### config.mk
export PLATFORM = sky130hd
export DESIGN_NAME = scroll_select_seq_flat
export DESIGN_NICKNAME = d
export VERILOG_FILES = /design/src/rtl/scroll_select_seq_pkg.sv /design/src/rtl/scroll_select_seq_if.sv /design/src/rtl/scroll_select_seq_tick_prescaler.sv /design/src/rtl/scroll_select_seq.sv /design/src/flat_wrapper.sv
export SDC_FILE = /design/constraint.sdc
export NUM_CORES = 1
export LEC_CHECK = 0
export ABC_AREA = 1
export ABC_CLOCK_PERIOD_IN_PS = 2380
export CORE_MARGIN = 2
export CORE_UTILIZATION = 40
export CTS_CLUSTER_SIZE = 25
export DETAILED_ROUTE_END_ITERATION = 6
export PLACE_DENSITY_LB_ADDON = 0.08
export SETUP_SLACK_MARGIN = 0.15
export SKIP_LAST_GASP = 1
export SYNTH_ARGS = -nofsm -noshare
export SYNTH_HDL_FRONTEND = slang
export SYNTH_HIERARCHICAL = 1
export SYNTH_SLANG_ARGS = --single-unit
### constraint.sdc
create_clock -name Clock -period 2.38 [get_ports Clock]
set_input_delay 0.476 -clock Clock [delete_from_list [all_inputs] [get_ports Clock]]
set_output_delay 0.476 -clock Clock [all_outputs]
set_load 0.01 [all_outputs]
### src/rtl/scroll_select_seq_pkg.sv
// Shared definitions for the scroll select sequencer: display geometry,
// FSM state encoding and the lane select arithmetic.
package scroll_select_seq_pkg;

    localparam int NPOS = 8;   // number of display positions
    localparam int SELW = 3;   // width of one mux select

    typedef enum logic {
        PAUSE = 1'b0,
        RUN   = 1'b1
    } state_t;

    // Select for display lane: (offset + lane) truncated to SELW bits, so it wraps mod 8.
    function automatic logic [SELW-1:0] lane_sel(input logic [SELW-1:0] off,
                                                 input int unsigned     lane);
        return SELW'(32'(off) + lane);
    endfunction

endpackage

### src/rtl/scroll_select_seq_if.sv
// Control inputs and select/status outputs of the scroll sequencer.
// The master side drives Run/Dir/Step; the sequencer is the slave.
interface scroll_select_seq_if;
    import scroll_select_seq_pkg::*;

    logic                 Run;
    logic                 Dir;
    logic                 Step;
    logic [SELW-1:0]      Offset;
    logic [NPOS*SELW-1:0] Sel;
    logic                 Tick;

    modport master (output Run, Dir, Step, input Offset, Sel, Tick);
    modport slave  (input Run, Dir, Step, output Offset, Sel, Tick);

endinterface

### src/rtl/scroll_select_seq_tick_prescaler.sv
// Prescaler: counts 0..TICK_DIV-1 while enabled and flags the wrap cycle.
// The count is held (not cleared) while disabled so a pause keeps the phase.
module tick_prescaler #(
    parameter int TICK_DIV = 50_000_000,
    parameter int TDW      = 26
) (
    input  logic Clock,
    input  logic Resetn,
    input  logic En,
    output logic Tick
);

    localparam logic [TDW-1:0] LAST = TDW'(TICK_DIV - 1);

    logic [TDW-1:0] r_cnt;

    // Wrap flag is combinational so the consumer can register its effect on the wrap edge.
    assign Tick = En && (r_cnt == LAST);

    // Phase counter: advance when enabled, wrap to zero after the last count.
    always_ff @(posedge Clock) begin
        if (!Resetn) begin
            r_cnt <= '0;
        end else if (En) begin
            r_cnt <= Tick ? '0 : r_cnt + TDW'(1);
        end
    end

endmodule

### src/rtl/scroll_select_seq.sv
// Scroll select sequencer: rotates the eight display mux selects one position
// per prescaler tick (RUN) or per Step rising edge (PAUSE).
module scroll_select_seq
    import scroll_select_seq_pkg::*;
#(
    parameter int TICK_DIV = 50_000_000,
    parameter int TDW      = 26
) (
    input  logic                Clock,
    input  logic                Resetn,
    scroll_select_seq_if.slave  bus
);

    state_t               r_state;
    state_t               w_state_nxt;
    logic                 w_en;
    logic                 w_wrap;
    logic                 r_step_d;
    logic                 w_step_rise;
    logic                 w_advance;
    logic [SELW-1:0]      r_offset;
    logic [SELW-1:0]      w_offset_nxt;
    logic                 r_tick;
    logic [NPOS*SELW-1:0] r_sel;
    logic [NPOS*SELW-1:0] w_sel_nxt;
    logic [NPOS*SELW-1:0] w_sel_rst;

    tick_prescaler #(
        .TICK_DIV (TICK_DIV),
        .TDW      (TDW)
    ) u_prescaler (
        .Clock  (Clock),
        .Resetn (Resetn),
        .En     (w_en),
        .Tick   (w_wrap)
    );

    // FSM state register.
    always_ff @(posedge Clock) begin
        if (!Resetn) begin
            r_state <= PAUSE;
        end else begin
            r_state <= w_state_nxt;
        end
    end

    // FSM next state follows Run one edge later; prescaler is enabled only in RUN.
    always_comb begin
        w_state_nxt = r_state;
        w_en        = 1'b0;
        case (r_state)
            PAUSE: begin
                if (bus.Run) w_state_nxt = RUN;
            end
            RUN: begin
                w_en = 1'b1;
                if (!bus.Run) w_state_nxt = PAUSE;
            end
            default: w_state_nxt = PAUSE;
        endcase
    end

    // A Step edge only counts while paused; in RUN the prescaler wrap is the only source.
    assign w_step_rise = bus.Step & ~r_step_d;
    assign w_advance   = w_wrap | ((r_state == PAUSE) & w_step_rise);

    // Dir is taken from the advancing cycle itself; 3-bit arithmetic gives the mod-8 wrap.
    assign w_offset_nxt = !w_advance ? r_offset :
                          bus.Dir    ? r_offset - SELW'(1) :
                                       r_offset + SELW'(1);

    // Lane selects are derived from the next offset so Sel lands on the same edge as Offset.
    for (genvar g = 0; g < NPOS; g++) begin : g_lane
        assign w_sel_nxt[g*SELW +: SELW] = lane_sel(w_offset_nxt, g);
        assign w_sel_rst[g*SELW +: SELW] = lane_sel('0, g);
    end

    // Step history, offset, tick pulse and lane selects.
    always_ff @(posedge Clock) begin
        if (!Resetn) begin
            r_step_d <= 1'b0;
            r_offset <= '0;
            r_tick   <= 1'b0;
            r_sel    <= w_sel_rst;
        end else begin
            r_step_d <= bus.Step;
            r_offset <= w_offset_nxt;
            r_tick   <= w_advance;
            r_sel    <= w_sel_nxt;
        end
    end

    assign bus.Offset = r_offset;
    assign bus.Sel    = r_sel;
    assign bus.Tick   = r_tick;

endmodule

### src/flat_wrapper.sv
// flat-port wrapper written by rule: the top's interface ports become plain ports
module scroll_select_seq_flat import scroll_select_seq_pkg::*;
#(
    parameter int TICK_DIV = 50_000_000,
    parameter int TDW      = 26
)
  (Clock, Resetn, bus_Run, bus_Dir, bus_Step, bus_Offset, bus_Sel, bus_Tick);
  scroll_select_seq_if bus_i ();
  input  logic Clock;
  input  logic Resetn;
  input wire logic [$bits(bus_i.Run)-1:0] bus_Run;
  input wire logic [$bits(bus_i.Dir)-1:0] bus_Dir;
  input wire logic [$bits(bus_i.Step)-1:0] bus_Step;
  output wire logic [$bits(bus_i.Offset)-1:0] bus_Offset;
  output wire logic [$bits(bus_i.Sel)-1:0] bus_Sel;
  output wire logic [$bits(bus_i.Tick)-1:0] bus_Tick;
  assign bus_i.Run = bus_Run;
  assign bus_i.Dir = bus_Dir;
  assign bus_i.Step = bus_Step;
  assign bus_Offset = bus_i.Offset;
  assign bus_Sel = bus_i.Sel;
  assign bus_Tick = bus_i.Tick;
  scroll_select_seq #(.TICK_DIV(TICK_DIV), .TDW(TDW)) u_core (.Clock(Clock), .Resetn(Resetn), .bus(bus_i));
endmodule
==> results.cfg, run 1 <==
[cts]
clk_latency_ns = 0.30
htreeDepth = 2
cts_made_buffers = 5
cts_max_path_buffers = 2
ctsRootBufferMaster = clkbuf_8
clock_sinks = 43
cts_tree = built
path_clk_slew_ns = 0.08
post_cts_buffers = 0

[placement]
gp_congestion = 0.847
io_buffers = 32
dp.final_hpwl_um = 3850
place_inst = 446

[worst_setup_path]
arrival_ns = 2.16
critPathKind = reg -> reg
end_kind = flop
required_ns = 2.55
startpoint_type = flop
cp_max_fo = 6

[timing]
setup_viol_count_final = 0
period_share = 0.837
relSlewSlack = 0.665
grt_setup_unrepaired = no
fmax_ghz = 0.502
report.final.hold_viol_count = 0
tightestPinTransition_ns = 0.501
skew_ns = 0.00651
final_max_slew_viol_count = 0
period_needed_ns = 1.99
finalSetupTns_ns = 0

[floorplan]
initial_core_util = 0.407
die_w_um = 81.2
num_rows = 28
io_pins = 33
core_mm2 = 0.00585
die_y_um = 81.2
dieArea_mm2 = 0.00659

[logic_synthesis]
synthMuxAreaShare = 0
syn_area_per_cell_um2 = 6.79
synth_compound_area_frac = 0.0320
synth_xor_area_frac = 0.0257
synthCells = 351
ys_ff_latch = 43
yosys.area_share.adder = 0.0189
synth-simple-area-share = 0.432
synth_top_family_by_area = simple AND/OR/NAND/NOR gates
synth_largest_area_cell = dfxtp_1
syn_area_mm2 = 0.00238
yosysWarnings = 6
synth_cell_types = 26
ys_top_cells_by_area = dfxtp_1, nand2_1, nor2_1, inv_1, nand3_1
synth_nets = 359
synth_top_area_share = 0.361
ys_seq_area_frac = 0.361

[hold_path]
hold_class = reg -> reg

[final_layout]
mostFrequentLayoutCells = nand2_1, nor2_1, dfxtp_1, inv_1, clkdlybuf4s50_1
fin_nets = 386
num_antenna_cells = 0
drive_above_1_share = 0.137
fin_util = 0.477
fillers = 588
finalNonFillerCells = 454
final_common_cell = nand2_1
syn_to_final_growth_pct = 17.2

[pwr]
finalPower_mw = 1.48
peakVddDrop_v = 0.000238
p_leak_nw = 1.15
powerDensity_mw_per_mm2 = 529

[global_route]
grt_remaining_overflow = 0
grt_pass1_wl_um = 8270
grt_max_degree = 14
antenna_found_initial = 0
grt_use_total = 0.165
grt_pass1_vias = 1791

[outcome]
status = complete, no violations

[detailed_routing]
detail_route.wl_per_cell_um = 11.0
wl_um = 5000
vias_per_cell = 4.45
first_pass_iters = 5
drc = 0
initialDrtViolationCount = 121
vias = 2022
postRouteAntennaNets = 0

[job]
max_cap_violations = 0
## cells by family (layout without fill, tap and decap cells)
family | Yosys count | count (layout)
compound gates | 14 | 14
xor+xnor | 7 | 7
fa+ha+maj | 3 | 3
buf+inv | 63 | 91
flops | 43 | 43
simple gates | 221 | 221
## layer usage
layer	vias up	wire length [um]	GRT usage
met5	-	0	0
met4	0	72	0.0559
met3	6	178	0.0344
met2	31	2110	0.250
met1	875	2640	0.233
li1	1110	-	-
## worst max-delay path, stage by stage, from the launching register on
cell and delay [ns]:
dfxtp_1 0.39, ha_2 0.23, nand3_1 0.08, nor2_1 0.13, inv_1 0.10, nor3_2 0.19
inv_2 0.10, nand2_4 0.11, nand2_1 0.07, nand2_2 0.10, ha_1 0.21, inv_1 0.05
nand2_1 0.06, nand3_1 0.06
## worst paths after layout
| kind | from | end | slack, ns | cells past startpoint |
|---|---|---|---|---|
| setup / recovery | u_core/u_prescaler/r_cnt[0] | u_core/bus.Sel[17] | 0.39 | 13 |
| hold / removal | u_core/u_prescaler/r_cnt[22] | u_core/u_prescaler/r_cnt[22] | 0.53 | 3 |
| setup reg to reg | u_core/u_prescaler/r_cnt[0] | u_core/bus.Sel[17] | 0.39 | 13 |
| hold reg to reg | u_core/u_prescaler/r_cnt[22] | u_core/u_prescaler/r_cnt[22] | 0.53 | 3 |
## Yosys cell counts
cell      instances
nand2_1          89
nor2_1           66
dfxtp_1          43
inv_1            41
nand3_1          23
buf_4            14
nand2_2          10
nor2_2            9
o21ai_0           9
nor3_1            6
nor2_4            5
xor2_1            5
inv_2             4
nand2_4           4
nand3_2           4
nand4_1           4
a21oi_1           3
buf_6             2
ha_1              2
xnor2_1           2
clkinv_1          1
clkinv_4          1
fa_1              1
nand3_4           1
o21ai_2           1
o21bai_1          1
## cell type report
| class | instances | area [um2] | area share |
|---|---|---|---|
| inverters | 47 | 181 | 0.0650 |
| multi-input cells | 245 | 1220 | 0.437 |
| repair buffers | 36 | 350 | 0.126 |
| clock inverters | 2 | 12.5 | 0.00448 |
| well taps | 75 | 93.8 | 0.0336 |
| clock buffers | 6 | 72.6 | 0.0260 |
| flip-flops and latches | 43 | 861 | 0.308 |
## state kept, by name, summed over array words and instances (netlist names)
signal	count
u_core/r_step_d	1
u_core/r_state	1
u_core/u_prescaler/r_cnt	26
u_core/bus.Tick	1
u_core/bus.Sel	12
u_core/bus.Offset	2
## stage by stage
step | hold WS, ns | instance area, um2 | setup slack [ns]
floorplan | 0.490 | 2380 | 0.584
global placement | 0.513 | 2700 | 0.111
detailed placement | 0.518 | 2700 | 0.0752
CTS | 0.537 | 2780 | 0.272
global route | 0.560 | 2790 | 0.158
finish | 0.530 | 2790 | 0.388
## repair_timing
| item | in CTS | in global routing |
|---|---|---|
| endpoints found under the hold margin | 0 | 0 |
| hold buffers | 0 | 0 |
| setup endpoints to repair | 0 | 2 |
| gates resized for setup | 0 | 2 |
## where the power goes
group          switching (mW)  total [mW]  internal [mW]
clock                   0.252       0.458          0.205
combinational           0.125       0.251          0.125
sequential             0.0179       0.769          0.751
total                   0.396        1.48           1.08
No activity file was read; power rests on OpenSTA's default activity.
==> run 2: changes to the inputs <==
--- a/config.mk
+++ b/config.mk
@@ -6,7 +6,7 @@
 export NUM_CORES = 1
 export LEC_CHECK = 0
 export ABC_AREA = 1
-export ABC_CLOCK_PERIOD_IN_PS = 2380
+export ABC_CLOCK_PERIOD_IN_PS = 1900
 export CORE_MARGIN = 2
 export CORE_UTILIZATION = 40
 export CTS_CLUSTER_SIZE = 25
==> constraint.sdc (replaced) <==
create_clock -name Clock -period 1.9 [get_ports Clock]
set_input_delay 0.38 -clock Clock [delete_from_list [all_inputs] [get_ports Clock]]
set_output_delay 0.38 -clock Clock [all_outputs]
set_load 0.01 [all_outputs]
==> results.cfg, run 2 (synthesis results as in run 1) <==
[cts]
path_clk_slew_ns = 0.08
cts_hold_buf = 0
htreeDepth = 2
clk_latency_ns = 0.30
ctsRootBufferMaster = clkbuf_8
cts_max_path_buffers = 2
cts_tree = built
clock_sinks = 43
cts_made_buffers = 5

[floorplan]
io_pins = 33
core_mm2 = 0.00585
initial_core_util = 0.407
num_rows = 28
die_w_um = 81.2
dieArea_mm2 = 0.00659
die_y_um = 81.2

[final_layout]
fin_util = 0.525
mostFrequentLayoutCells = nand2_1, nor2_1, dfxtp_1, inv_1, clkdlybuf4s50_1
syn_to_final_growth_pct = 28.8
num_antenna_cells = 0
finish.instance_area_mm2 = 0.00307
largest_reg_flops = 26
fin_nets = 405
final_common_cell = nand2_1
fillers = 594
finalNonFillerCells = 473
drive_above_1_share = 0.239
top_register = u_core/u_prescaler/r_cnt

[pwr]
p_leak_nw = 1.29
powerDensity_mw_per_mm2 = 672
peakVddDrop_v = 0.000548

[detailed_routing]
drc = 0
first_pass_iters = 4
initialDrtViolationCount = 70
vias = 2118
postRouteAntennaNets = 0
vias_per_cell = 4.48
detail_route.wl_per_cell_um = 11.4
wl_um = 5370

[global_route]
antenna_found_initial = 0
grt_remaining_overflow = 0
grt_pass1_wl_um = 8630
grt_max_degree = 14
grt_pass1_vias = 1913
grt_use_total = 0.172

[timing]
relSlewSlack = 0.755
final_max_slew_viol_count = 0
fmax_ghz = 0.580
skew_ns = 0.00914
period_share = 0.908
setup_viol_count_final = 0
report.final.hold_viol_count = 0
tightestPinTransition_ns = 0.367
period_needed_ns = 1.73
grt_setup_unrepaired = yes

[worst_setup_path]
critPathKind = reg -> reg
startpoint_type = flop
timing.critical_path.from = u_core/u_prescaler/r_cnt[1]
r2r_cells = 13
required_ns = 2.08
regToRegStartpoint = u_core/u_prescaler/r_cnt[1]
endpoint = u_core/bus.Sel[17]
end_kind = flop
r2r_slack_ns = 0.17
rr_endpoint = u_core/bus.Sel[17]
arrival_ns = 1.91
cp_max_fo = 6

[placement]
place_inst = 463
gp_congestion = 0.815
dp.final_hpwl_um = 4120
io_buffers = 32
dpl_cell_area_mm2 = 0.00284

[job]
max_cap_violations = 0

[hold_path]
hold_class = reg -> reg

[outcome]
status = complete, no violations
[run 2: changes by cell type in the layout (fill, tap and decap cells not counted), sizes merged]
| cell | before | now |
|---|---|---|
| clkinvlp | 1 | 0 |
| dlymetal6s2s | 0 | 1 |
| bufinv | 0 | 1 |
| buf | 4 | 23 |
| clkdlybuf4s50 | 32 | 31 |
[run 2: critical path, stage by stage, from the launching register on]
cell	delay, ns
dfxtp_2	0.36
ha_4	0.15
nand3_4	0.08
nor2_4	0.14
inv_2	0.05
nor3_2	0.17
inv_2	0.09
nand2_4	0.13
nand2_2	0.07
nand2_2	0.09
ha_4	0.14
inv_1	0.04
nand2_1	0.05
nand3_1	0.05
[run 2: repair_timing]
action | in CTS | in global routing
buffers inserted | 1 | 1
pin swaps | 6 | 10
gates cloned | 0 | 0
setup endpoints to repair | 7 | 10
gates resized for setup | 11 | 20
[run 2: how the worst min path moves through the flow]
stage,start,slack [ns],cells past startpoint,to
2_1_floorplan,bus_Step,0.47,2,u_core/r_step_d
3_3_place_gp,u_core/u_prescaler/r_cnt[22],0.51,3,u_core/u_prescaler/r_cnt[22]
3_5_place_dp,u_core/u_prescaler/r_cnt[17],0.52,2,u_core/u_prescaler/r_cnt[17]
4_1_cts,u_core/u_prescaler/r_cnt[17],0.51,2,u_core/u_prescaler/r_cnt[17]
5_1_grt,u_core/u_prescaler/r_cnt[17],0.55,2,u_core/u_prescaler/r_cnt[17]
6_report,u_core/u_prescaler/r_cnt[17],0.51,2,u_core/u_prescaler/r_cnt[17]
[run 2: through the flow]
stage	setup slack, ns	hold WS (ns)	TNS, ns	power [mW]
finish	0.175	0.507	0	2.06
CTS	0.151	0.509	0	2.07
floorplan	0.152	0.473	0	1.18
global placement	-0.236	0.510	-1.38	1.31
global route	0.0544	0.548	0	2.16
detailed placement	-0.244	0.519	-1.40	1.31
[run 2: cell type report]
type | instances | area (um2) | share of cell area
clock buffer | 6 | 82.6 | 0.0269
inverter | 47 | 181 | 0.0591
multi-input combinational | 245 | 1310 | 0.427
clock inverter | 2 | 35.0 | 0.0114
timing repair buffer | 55 | 499 | 0.163
sequential | 43 | 867 | 0.283
tap | 75 | 93.8 | 0.0306
[run 2: where the power goes]
| part | switching [mW] | total (mW) | internal [mW] |
|---|---|---|---|
| Clock | 0.319 | 0.744 | 0.426 |
| Combinational | 0.175 | 0.353 | 0.178 |
| Sequential | 0.0224 | 0.964 | 0.942 |
| Total | 0.516 | 2.06 | 1.55 |
[run 2: layer usage]
metal  GRT usage  up-vias  routed length [um]
met1       0.246      940                2830
met3      0.0322        8                 141
met4      0.0576        0                  59
met2       0.258       20                2340
met5           0        -                   0
li1            -     1150                   -
==> run 3: changes to the inputs <==
==> constraint.sdc (replaced) <==
create_clock -name Clock -period 1.9 [get_ports Clock]
set_input_delay 0.475 -clock Clock [delete_from_list [all_inputs] [get_ports Clock]]
set_output_delay 0.475 -clock Clock [all_outputs]
set_load 0.01 [all_outputs]
==> results.cfg, run 3 (synthesis results as in run 1) <==
[outcome]
status = complete, no violations

[floorplan]
num_rows = 28
initial_core_util = 0.407
dieArea_mm2 = 0.00659
core_mm2 = 0.00585
die_w_um = 81.2
die_y_um = 81.2
io_pins = 33

[timing]
fmax_ghz = 0.585
period_needed_ns = 1.71
setup_viol_count_final = 0
final_max_slew_viol_count = 0
report.final.hold_viol_count = 0
period_share = 0.900
relSlewSlack = 0.763
skew_ns = 0.00418
tightestPinTransition_ns = 0.353
grt_setup_unrepaired = yes
holdWs_ns = 0.531

[detailed_routing]
vias_per_cell = 4.51
detail_route.wl_per_cell_um = 11.3
wl_um = 5370
drc = 0
initialDrtViolationCount = 98
first_pass_iters = 4
postRouteAntennaNets = 0
vias = 2136

[global_route]
grt_pass1_vias = 1870
busiest_layer = met2
grtUsageMet2 = 0.256
grt_util_met3 = 0.0300
grt_max_degree = 13
grt_use_total = 0.173
grt_pass1_wl_um = 8650
met1_usage = 0.252
grt_remaining_overflow = 0
antenna_found_initial = 0

[pwr]
peakVddDrop_v = 0.000357
p_leak_nw = 1.33
powerDensity_mw_per_mm2 = 618

[cts]
ctsRootBufferMaster = clkbuf_8
cts_hold_buf = 0
clock_sinks = 43
cts_made_buffers = 5
clk_latency_ns = 0.29
htreeDepth = 2
path_clk_slew_ns = 0.08
cts_max_path_buffers = 2
cts_tree = built

[final_layout]
final_common_cell = nand2_1
mostFrequentLayoutCells = nand2_1, nor2_1, inv_1, dfxtp_1, clkdlybuf4s50_1
syn_to_final_growth_pct = 29.0
finalNonFillerCells = 474
drive_above_1_share = 0.241
top_register = u_core/u_prescaler/r_cnt
fillers = 606
num_antenna_cells = 0
largest_reg_flops = 26
fin_nets = 406

[worst_setup_path]
startpoint_type = flop
end_kind = flop
arrival_ns = 1.89
required_ns = 2.08
cp_max_fo = 6
critPathKind = reg -> reg

[hold_path]
hold_class = reg -> reg

[job]
max_cap_violations = 0

[placement]
gp_congestion = 0.796
dp.final_hpwl_um = 4080
place_inst = 463
io_buffers = 32
-- run 3: cell types whose count changed in the layout (fill, tap and decap cells not counted), sizes merged --
cell	previous run	this run
clkdlybuf4s50	31	28
dlygate4sd2	0	1
clkbuf	6	7
buf	23	24
bufinv	1	0
dlymetal6s2s	1	3
-- run 3: per-stage QoR --
stage | util | power [mW] | worst slack (ns) | area, um2 | setup TNS (ns)
global placement | 0.485 | 1.31 | -0.335 | 2840 | -2.42
global route | 0.525 | 2.00 | 0.105 | 3070 | 0
detailed placement | 0.485 | 1.31 | -0.338 | 2840 | -2.37
floorplan | - | 1.18 | 0.152 | 2390 | 0
CTS | 0.506 | 1.89 | 0.153 | 2960 | 0
finish | 0.525 | 1.90 | 0.190 | 3070 | 0
-- run 3: area by class of cell --
| cell class | instances | area, um2 | share of cell area |
|---|---|---|---|
| clock inverters | 1 | 5.00 | 0.00163 |
| repair buffers | 56 | 510 | 0.166 |
| flip-flops and latches | 43 | 871 | 0.283 |
| clock buffers | 7 | 76.3 | 0.0248 |
| multi-input cells | 245 | 1330 | 0.434 |
| well taps | 75 | 93.8 | 0.0305 |
| inverters | 47 | 184 | 0.0599 |
-- run 3: layer usage --
layer  vias to the layer above  part of all wire
li1                       1156                 -
met1                       955              0.53
met2                        23              0.44
met3                         2             0.026
met4                         0            0.0061
met5                         -                 0
-- run 3: final timing paths --
kind	startpoint	endpoint	slack [ns]	cells after the start
worst min-delay path	u_core/u_prescaler/r_cnt[22]	u_core/u_prescaler/r_cnt[22]	0.53	3
worst min register to register	u_core/u_prescaler/r_cnt[22]	u_core/u_prescaler/r_cnt[22]	0.53	3
worst max-delay path	u_core/u_prescaler/r_cnt[6]	u_core/bus.Sel[17]	0.19	14
worst max register to register	u_core/u_prescaler/r_cnt[6]	u_core/bus.Sel[17]	0.19	14
-- run 3: critical path: stages (launching register included) --
cell	delay, ns
dfxtp_2	0.36
inv_2	0.05
nor2_2	0.11
nand3_1	0.07
nor2_1	0.11
nand4_1	0.11
nor3_2	0.14
inv_2	0.10
nand2_8	0.13
nand2_4	0.06
nand2_4	0.08
ha_4	0.14
inv_1	0.03
nand2_1	0.05
nand3_1	0.05
-- run 3: power breakdown --
part           leakage, nW  switching (mW)  total (mW)  internal [mW]
sequential           0.353          0.0234       0.965          0.942
clock               0.0422           0.305       0.563          0.258
combinational        0.930           0.185       0.370          0.186
-- run 3: timing repair --
item | CTS | global route
resized for setup | 15 | 26
gates cloned | 0 | 0
setup buffers | 0 | 3
setup endpoints to repair | 12 | 15
pin swaps | 8 | 12
